==> src/rtl/down_ctr_timer.sv <==
// down_ctr_timer: programmable down-counting timer.
//   Loads load_val on start, decrements once per step while in RUN, and on
//   the terminal step either finishes (DONE) or reloads (auto_reload).
//   abort returns to IDLE from any state and leaves cnt where it is.
//
// Ports:
//   clk          clock, rising edge
//   rst          asynchronous reset, active high
//   start        one-cycle load/begin request (ignored while in RUN)
//   load_val     start/reload value
//   en           count enable (low pauses)
//   auto_reload  reload at the terminal step instead of finishing
//   abort        return to IDLE
//   cnt          registered current count
//   busy         state == RUN
//   tc           registered one-cycle terminal-count pulse
//   done         state == DONE
//
// Optional build macro PRESCALE_EN: only every PRESCALE-th enabled RUN
// cycle is a step.
module down_ctr_timer #(
  parameter int WIDTH    = 4,
  parameter int PRESCALE = 4
) (
  input  logic             clk,
  input  logic             rst,
  input  logic             start,
  input  logic [WIDTH-1:0] load_val,
  input  logic             en,
  input  logic             auto_reload,
  input  logic             abort,
  output logic [WIDTH-1:0] cnt,
  output logic             busy,
  output logic             tc,
  output logic             done
);

  typedef enum logic [1:0] {IDLE, RUN, DONE} state_t;

  state_t           state, state_n;
  logic [WIDTH-1:0] cnt_n;
  logic             tc_n;
  logic             tick;
  logic             start_ok;

  if (PRESCALE < 2) begin : g_prescale_chk
    $error("down_ctr_timer: PRESCALE must be >= 2");
  end

  // start is only honoured outside RUN; a running count is never restarted
  assign start_ok = start && (state != RUN);

`ifdef PRESCALE_EN
  localparam int PSW = $clog2(PRESCALE);
  logic [PSW-1:0] psc, psc_n;

  assign tick = (psc == PSW'(PRESCALE - 1));

  // prescaler restarts at every new count or DONE entry so each step takes a
  // full PRESCALE enabled cycles
  always_comb begin
    psc_n = psc;
    if (abort || start_ok || (state_n == DONE && state != DONE))
      psc_n = '0;
    else if (state == RUN && en)
      psc_n = tick ? '0 : psc + 1'b1;
  end

  always_ff @(posedge clk or posedge rst) begin
    if (rst) psc <= '0;
    else     psc <= psc_n;
  end
`else
  assign tick = 1'b1;
`endif

  always_comb begin
    state_n = state;
    cnt_n   = cnt;
    tc_n    = 1'b0;
    if (abort) begin
      state_n = IDLE;
    end else if (start_ok) begin
      if (load_val == '0) begin
        cnt_n   = '0;
        state_n = DONE;
        tc_n    = 1'b1;
      end else begin
        cnt_n   = load_val;
        state_n = RUN;
      end
    end else if (state == RUN && en && tick) begin
      if (cnt > WIDTH'(1)) begin
        cnt_n = cnt - 1'b1;
      end else begin
        // terminal step; a zero reload value cannot keep running
        tc_n = 1'b1;
        if (auto_reload && load_val != '0) begin
          cnt_n = load_val;
        end else begin
          cnt_n   = '0;
          state_n = DONE;
        end
      end
    end
  end

  always_ff @(posedge clk or posedge rst) begin
    if (rst) begin
      state <= IDLE;
      cnt   <= '1;
      tc    <= 1'b0;
    end else begin
      state <= state_n;
      cnt   <= cnt_n;
      tc    <= tc_n;
    end
  end

  assign busy = (state == RUN);
  assign done = (state == DONE);

endmodule

==> config.mk <==
export PLATFORM = sky130hd
export DESIGN_NAME = down_ctr_timer
export DESIGN_NICKNAME = d
export VERILOG_FILES = /design/src/rtl/down_ctr_timer.sv
export SDC_FILE = /design/constraint.sdc
export NUM_CORES = 1
export LEC_CHECK = 0
export ABC_AREA = 0
export BUFFER_PORTS_ARGS = -buffer_cell sky130_fd_sc_hd__buf_2
export CAP_MARGIN = 15
export CORE_AREA = 2 2 39 41
export DETAILED_ROUTE_END_ITERATION = 8
export DIE_AREA = 0 0 41 43
export PLACE_DENSITY = 0.58
export SLEW_MARGIN = 20
export SYNTH_ARGS = -nofsm -noshare
export SYNTH_HDL_FRONTEND = slang
export SYNTH_SLANG_ARGS = --single-unit
==> constraint.sdc <==
create_clock -name clk -period 2.1 [get_ports clk]
set_input_delay 0.42 -clock clk [delete_from_list [all_inputs] [get_ports clk]]
set_output_delay 0.42 -clock clk [all_outputs]
set_load 0.02 [all_outputs]
==> reports/results.ini, run 1 <==
[status]
status=finished clean

[synthesis]
synth-compound-area-share=0.257
yosys.area_share.simple=0.251
synth_top_area_share=0.227
yosysSeqAreaShare=0.389
syn_nets=61
synth_top_family_by_area=compound AO/OA/AOI/OAI gates
synth-edff-count=0
synth_flop_cell=dfstp_2
syn_area_per_cell_um2=9.45
syn_area_um2=463
yosysUniqueCellTypes=24
synth_xor_area_frac=0
synth_top_area_cell=dfstp_2
synthMuxAreaShare=0
ys_warn_count=0
synth-seq-cells=7
syn-instance-count=49
synth_commonest_cells=6 x inv_1, 5 x nand2_1, 4 x a221o_1, 4 x dfstp_2, 4 x nor2_1
ys_async_sr_fraction=1.00
yosysMostFrequentCell=inv_1
synth.area.top_cells=dfstp_2 23%, dfrtp_1 16%, a221o_1 8.6%, ha_1 5.4%, inv_1 4.9%
synthAdderAreaFrac=0.0541

[placed_design]
placed_area_um2=563
place_ws_ns=0.152
gp_congestion=0.820
hpwlAfterDp_um=855
portBuffers=16

[clock_network]
ctsResizeCount=0
htree_levels=1
postCtsSetupBuffers=0
postCtsHoldBufs=0
clkTransAtPathRegs_ns=0.05
clock_tree.buffer_depth=2
cts_tree=yes
cts_buffers=3
numClockSinks=7
cts-root-buf=clkbuf_4
clock_latency_ns=0.24

[timing]
setup_slack_ns=0.308
fin_skew_ns=0.000839
hold_viol=0
slew_headroom=0.605
fin_crit_sh=0.853
setup_violations=0
tightest_slew_ns=0.584
rsz0062_at_grt=no
fmax_mhz=558
post-route-min-period_ns=1.79
tns_ns=0
maxSlewViolCount=0

[routing]
vias=448
antenna_left=0
drtIter0Drc=8
avgViaCountPerCell=5.27
wl_um=1050
wl_per_cell_um=12.3
drc_errors=0
drtPass1Iterations=4

[floorplanning]
die_x_um=41
rows=14
start_util=0.335
dieArea_um2=1760
io_pins=17
core_um2=1380
die_h_um=43

[grt]
grt_pass1_wl_um=1700
grt_usage=0.148
grt_pass1_vias=405
grt_max_degree=9
overflow=0
antenna_found_initial=0

[critical_path]
critPathKind=register to register
crit_required_ns=2.27
cp.arrival_ns=1.96
crit_path_end_kind=register
startpoint_type=register
cp_max_fo=7

[cells_and_area]
seq_area_um2=180
fin_area_um2=589
antennaDiodeCount=0
fill_cells=136
final_nets=82
syn2layout_area_growth_pct=27.3
multi_input_area_um2=260
drive_gt1_frac=0.377

[min_path]
min-delay-path-class=input port to async pin

[job]
drv_cap=0

[power]
powerDensity_nw_per_um2=906
p_leak_nw=0.286
peakVddDrop_mv=0.556

==> per-layer routing <==
layer | up-vias | global-route usage | wire length [µm]
li1 | 227 | - | -
met1 | 195 | 0.205 | 503
met2 | 26 | 0.206 | 419
met3 | 0 | 0.0942 | 124
met4 | 0 | 0 | 0
met5 | - | 0 | 0
==> power by group <==
group | internal [mW] | switching (mW)
sequential | 0.181 | 0.0468
combinational | 0.0800 | 0.109
clock | 0.0722 | 0.0441
total | 0.334 | 0.200
==> cell families (layout without fill, tap and decap cells) <==
logic type	after synthesis	count (layout)
simple gates	20	20
compound gates	14	14
flops	7	7
buf+inv	6	26
fa+ha+maj	2	2
==> critical path: stages, from the launching register on <==
cell and delay, ns:
dfstp_2 0.59, inv_1 0.06, ha_1 0.20, nor2_1 0.17
nor4b_1 0.10, a22o_4 0.24, a221o_1 0.35
==> worst paths after layout <==
kind	startpoint	end	slack, ns	cells after the start
max	cnt[0]	cnt[2]	0.31	6
max in group asynchronous	rst	cnt[3]	1.76	2
min	rst	state[0]	0.08	2
min in group clk	abort	state[1]	0.40	2
min reg2reg	state[0]	state[0]	0.56	1
max reg2reg	cnt[0]	cnt[2]	0.31	6
==> cell usage in the layout, fill, tap and decap left out <==
master / Yosys / routed
ha_1: 2 / 2
clkbuf_4: 0 / 3
buf_2: 0 / 16
and3_4: 1 / 1
a21oi_1: 2 / 2
or4_4: 1 / 1
nor2_1: 4 / 4
dfrtp_1: 3 / 3
or4_1: 1 / 1
o311ai_0: 1 / 1
dfstp_2: 4 / 4
inv_1: 6 / 6
a21o_1: 1 / 1
nor4b_1: 1 / 1
and3b_1: 1 / 1
nand2_1: 5 / 5
o21ai_1: 2 / 2
and2_1: 1 / 1
nor4_1: 2 / 2
nand2b_1: 1 / 1
a221o_1: 4 / 4
a221oi_1: 1 / 1
o31ai_1: 1 / 1
clkbuf_1: 0 / 1
nor3_1: 2 / 2
a31o_1: 1 / 1
a22o_4: 1 / 1
==> through the flow <==
| step | hold WS [ns] | power (mW) | instances | util |
|---|---|---|---|---|
| final | 0.0832 | 0.534 | 85 | 0.426 |
| after global routing | 0.0913 | 0.581 | 85 | 0.426 |
| after global placement | 0.353 | 0.423 | 81 | 0.407 |
| after CTS | 0.0788 | 0.543 | 85 | 0.426 |
| after detailed placement | 0.345 | 0.421 | 81 | 0.407 |
| after floorplan | 0.220 | 0.351 | 49 | - |
==> state kept, by name, summed over array words and instances (netlist names) <==
name,cells
tc,1
cnt,4
state,2
==> layout make-up <==
type / count / share of cell area
Sequential cell: 7 / 0.306
Multi-Input combinational cell: 36 / 0.442
Timing Repair Buffer: 16 / 0.136
Tap cell: 16 / 0.0340
Clock buffer: 4 / 0.0446
Inverter: 6 / 0.0382
No activity file was read; power rests on OpenSTA's default activity.
==> run 2: changes to the inputs <==
PLACE_DENSITY = 0.61   (was 0.58)
==> reports/results.ini, run 2 (same netlist as run 1, synthesis figures left out) <==
[cells_and_area]
largest_reg_flops=4
antennaDiodeCount=0
final_util=0.426
final_cell_mix=16 x buf_2, 6 x inv_1, 5 x nand2_1
syn2layout_area_growth_pct=27.3
drive_gt1_frac=0.377
top_register=cnt
final_common_cell=buf_2
stdcell_count=85
largest_registers=cnt: 4 flops, state: 2 flops, tc: 1 flops
final_nets=82

[clock_network]
clock_tree.buffer_depth=2
cts_tree=yes
htree_levels=1
clkTransAtPathRegs_ns=0.06
ctsResizeCount=0
postCtsHoldBufs=0
clock_latency_ns=0.25
numClockSinks=7
cts-root-buf=clkbuf_4
cts_buffers=3
postCtsSetupBuffers=0

[routing]
drtPass1Iterations=4
vias=452
highest_layer=met4
avgViaCountPerCell=5.32
wl_um=1110
met3_length_um=34
drc_errors=0
wl_met1_um=480
met2_length_um=580
antenna_left=0
wl_per_cell_um=13.0
drtIter0Drc=8

[power]
p_leak_nw=0.286
powerDensity_nw_per_um2=917
peakVddDrop_mv=0.187

[timing]
slew_headroom=0.593
rsz0062_at_grt=no
post-route-min-period_ns=1.84
hold_viol=0
fin_crit_sh=0.875
tightest_slew_ns=0.602
tns_ns=0
fin_skew_ns=0.00196
maxSlewViolCount=0
setup_violations=0
fmax_mhz=544

[floorplanning]
dieArea_um2=1760
core_um2=1380
rows=14
start_util=0.335
io_pins=17
die_x_um=41
die_h_um=43

[critical_path]
crit_required_ns=2.24
startpoint_type=register
endpoint=state[1]
critPathKind=register to register
r2r-start=cnt[0]
cp_max_fo=7
r2r_end=state[1]
cp.arrival_ns=1.98
rrSetupSlack_ns=0.26
reg2reg_depth=5
startpoint=cnt[0]
crit_path_end_kind=register

[placed_design]
portBuffers=16
gp_congestion=0.740
hpwlAfterDp_um=884
dp_cells=81

[job]
drv_cap=0

[grt]
grt_pass1_wl_um=1760
antenna_found_initial=0
grt_max_degree=9
grt_usage=0.148
grt_pass1_vias=426
overflow=0

[status]
status=finished clean

[min_path]
min-delay-path-class=input port to async pin

## run 2: cell counts in the layout (fill, tap and decap cells not counted)
No cell type changed its count.
## run 2: routing by layer
metal  GRT usage  vias up
met1       0.181      214
met5           0        -
met2       0.228        9
li1            -      227
met4       0.100        0
met3      0.0157        2
## run 2: area by class of cell
class	instances	area, µm²
inverters	6	22.5
flip-flops and latches	7	180
well taps	16	20.0
clock buffers	4	26.3
repair buffers	16	80.1
multi-input cells	36	260
fillers	148	795
## run 2: worst min path at each step
| stage | endpoint | cells after the start |
|---|---|---|
| finish | state[0] | 2 |
| global route | state[0] | 2 |
| CTS | state[0] | 2 |
| detailed placement | state[1] | 2 |
| global placement | state[1] | 2 |
| floorplan | state[0] | 1 |
## run 2: stage by stage
step	cell area, µm²	hold WS, ns	power (mW)	setup slack [ns]
after floorplan	463	0.220	0.351	0.331
after global placement	563	0.346	0.417	0.174
after detailed placement	563	0.357	0.417	0.157
after CTS	589	0.0906	0.546	0.292
after global routing	589	0.103	0.589	0.104
final	589	0.0832	0.540	0.262
## run 2: worst max-delay path: stages, from the launching register on
cell and delay, ns:
dfstp_2 0.58, ha_1 0.16, nor2_1 0.06, nor4b_1 0.48, o21ai_1 0.16, a221oi_1 0.29
## run 2: where the power goes
group	total [mW]	internal (mW)	switching (mW)
Clock	0.125	0.0727	0.0521
Sequential	0.225	0.181	0.0436
Combinational	0.191	0.0810	0.110
==> run 3: changes to the inputs <==
--- a/config.mk
+++ b/config.mk
@@ -13,2 +13,3 @@
 export DIE_AREA = 0 0 41 43
+export HOLD_SLACK_MARGIN = 0.1
 export PLACE_DENSITY = 0.61
--- a/constraint.sdc
+++ b/constraint.sdc
@@ -3,2 +3,2 @@
 set_output_delay 0.42 -clock clk [all_outputs]
-set_load 0.02 [all_outputs]
+set_load 0.05 [all_outputs]
==> reports/results.ini, run 3 (same netlist as run 1, synthesis figures left out) <==
[placed_design]
portBuffers=16
hpwlAfterDp_um=884
place_ws_ns=0.157
gp_congestion=0.740
placed_area_um2=563

[clock_network]
htree_levels=1
clkTransAtPathRegs_ns=0.06
cts_buffers=3
cts-root-buf=clkbuf_4
clock_latency_ns=0.25
numClockSinks=7
cts_tree=yes
ctsResizeCount=0
clock_tree.buffer_depth=2

[routing]
wl_um=1110
vias=456
drtIter0Drc=8
avgViaCountPerCell=5.30
wl_per_cell_um=12.9
antenna_left=0
drtPass1Iterations=4
drc_errors=0

[floorplanning]
die_x_um=41
core_um2=1380
die_h_um=43
start_util=0.335
dieArea_um2=1760
io_pins=17
rows=14

[cells_and_area]
fin_area_um2=599
fill_cells=147
antennaDiodeCount=0
syn2layout_area_growth_pct=29.5
largest_reg_flops=4
largest_registers=cnt: 4 flops, state: 2 flops, tc: 1 flops
top_register=cnt
final_nets=83
drive_gt1_frac=0.371
final_cell_mix=16 x buf_2, 6 x inv_1, 5 x nand2_1
final_common_cell=buf_2

[timing]
maxSlewViolCount=0
setup_slack_ns=0.262
post-route-min-period_ns=1.84
hold_viol=0
tns_ns=0
rsz0062_at_grt=no
fin_skew_ns=0.00196
tightest_slew_ns=0.602
fin_crit_sh=0.875
setup_violations=0
slew_headroom=0.593
fmax_mhz=544

[job]
drv_cap=0

[min_path]
hold_start=abort
hold_depth=2
whs_endpoint=state[1]
min-delay-path-class=input port to register

[critical_path]
cp.arrival_ns=1.98
r2r-start=cnt[0]
rrSetupSlack_ns=0.26
critPathKind=register to register
r2r_end=state[1]
startpoint_type=register
cp_max_fo=7
crit_path_end_kind=register
crit_required_ns=2.24
reg2reg_depth=5

[grt]
grt_pass1_vias=426
grt_usage=0.148
overflow=0
met2_usage=0.228
use_met3=0.0157
grt_pass1_wl_um=1760
antenna_found_initial=0
grt-busiest-layer=met2
grt_max_degree=9
grtUsageMet1=0.181

[status]
status=finished clean

[power]
powerDensity_nw_per_um2=1010
p_leak_nw=0.290
peakVddDrop_mv=0.204

run 3: report_power, final:
| group | internal [mW] | switching (mW) | total, mW |
|---|---|---|---|
| clock | 0.0727 | 0.0521 | 0.125 |
| combinational | 0.0824 | 0.175 | 0.258 |
| sequential | 0.181 | 0.0436 | 0.225 |
| total | 0.336 | 0.271 | 0.607 |
run 3: worst max-delay path by stage:
stage | start | end | slack, ns | depth (start not counted)
2_1_floorplan | cnt[0] | cnt[3] | 0.22 | 6
3_3_place_gp | load_val[0] | cnt[3] | 0.17 | 5
3_5_place_dp | load_val[0] | cnt[3] | 0.16 | 5
4_1_cts | cnt[0] | state[1] | 0.29 | 5
5_1_grt | cnt[0] | state[1] | 0.10 | 5
6_report | cnt[0] | state[1] | 0.26 | 5
run 3: area by class of cell:
type | instances | area (µm²) | area share
multi-input combinational | 36 | 260 | 0.434
timing repair buffer | 17 | 90.1 | 0.150
tap | 16 | 20.0 | 0.0334
inverter | 6 | 22.5 | 0.0376
sequential | 7 | 180 | 0.301
clock buffer | 4 | 26.3 | 0.0438
run 3: metrics by stage:
step	power [mW]	hold slack, ns	util	std cells
after floorplan	0.417	0.220	-	49
after global placement	0.482	0.346	0.407	81
after detailed placement	0.483	0.357	0.407	81
after CTS	0.613	0.387	0.433	86
after global routing	0.656	0.398	0.433	86
final	0.607	0.397	0.433	86
run 3: worst max-delay path: stages, from the launching register on:
cell      delay (ns)
dfstp_2         0.58
ha_1            0.16
nor2_1          0.06
nor4b_1         0.48
o21ai_1         0.16
a221oi_1        0.29
run 3: timing repair:
item / in CTS / in global routing
buffers inserted: 0 / 0
endpoints found under the hold margin: 3 / 0
hold buffers: 1 / 0
run 3: layer usage:
layer,wire length [µm],part of all wire,vias up
met5,0,0,-
met4,12,0.011,0
met3,35,0.031,2
met2,582,0.52,9
met1,483,0.43,216
li1,-,-,229
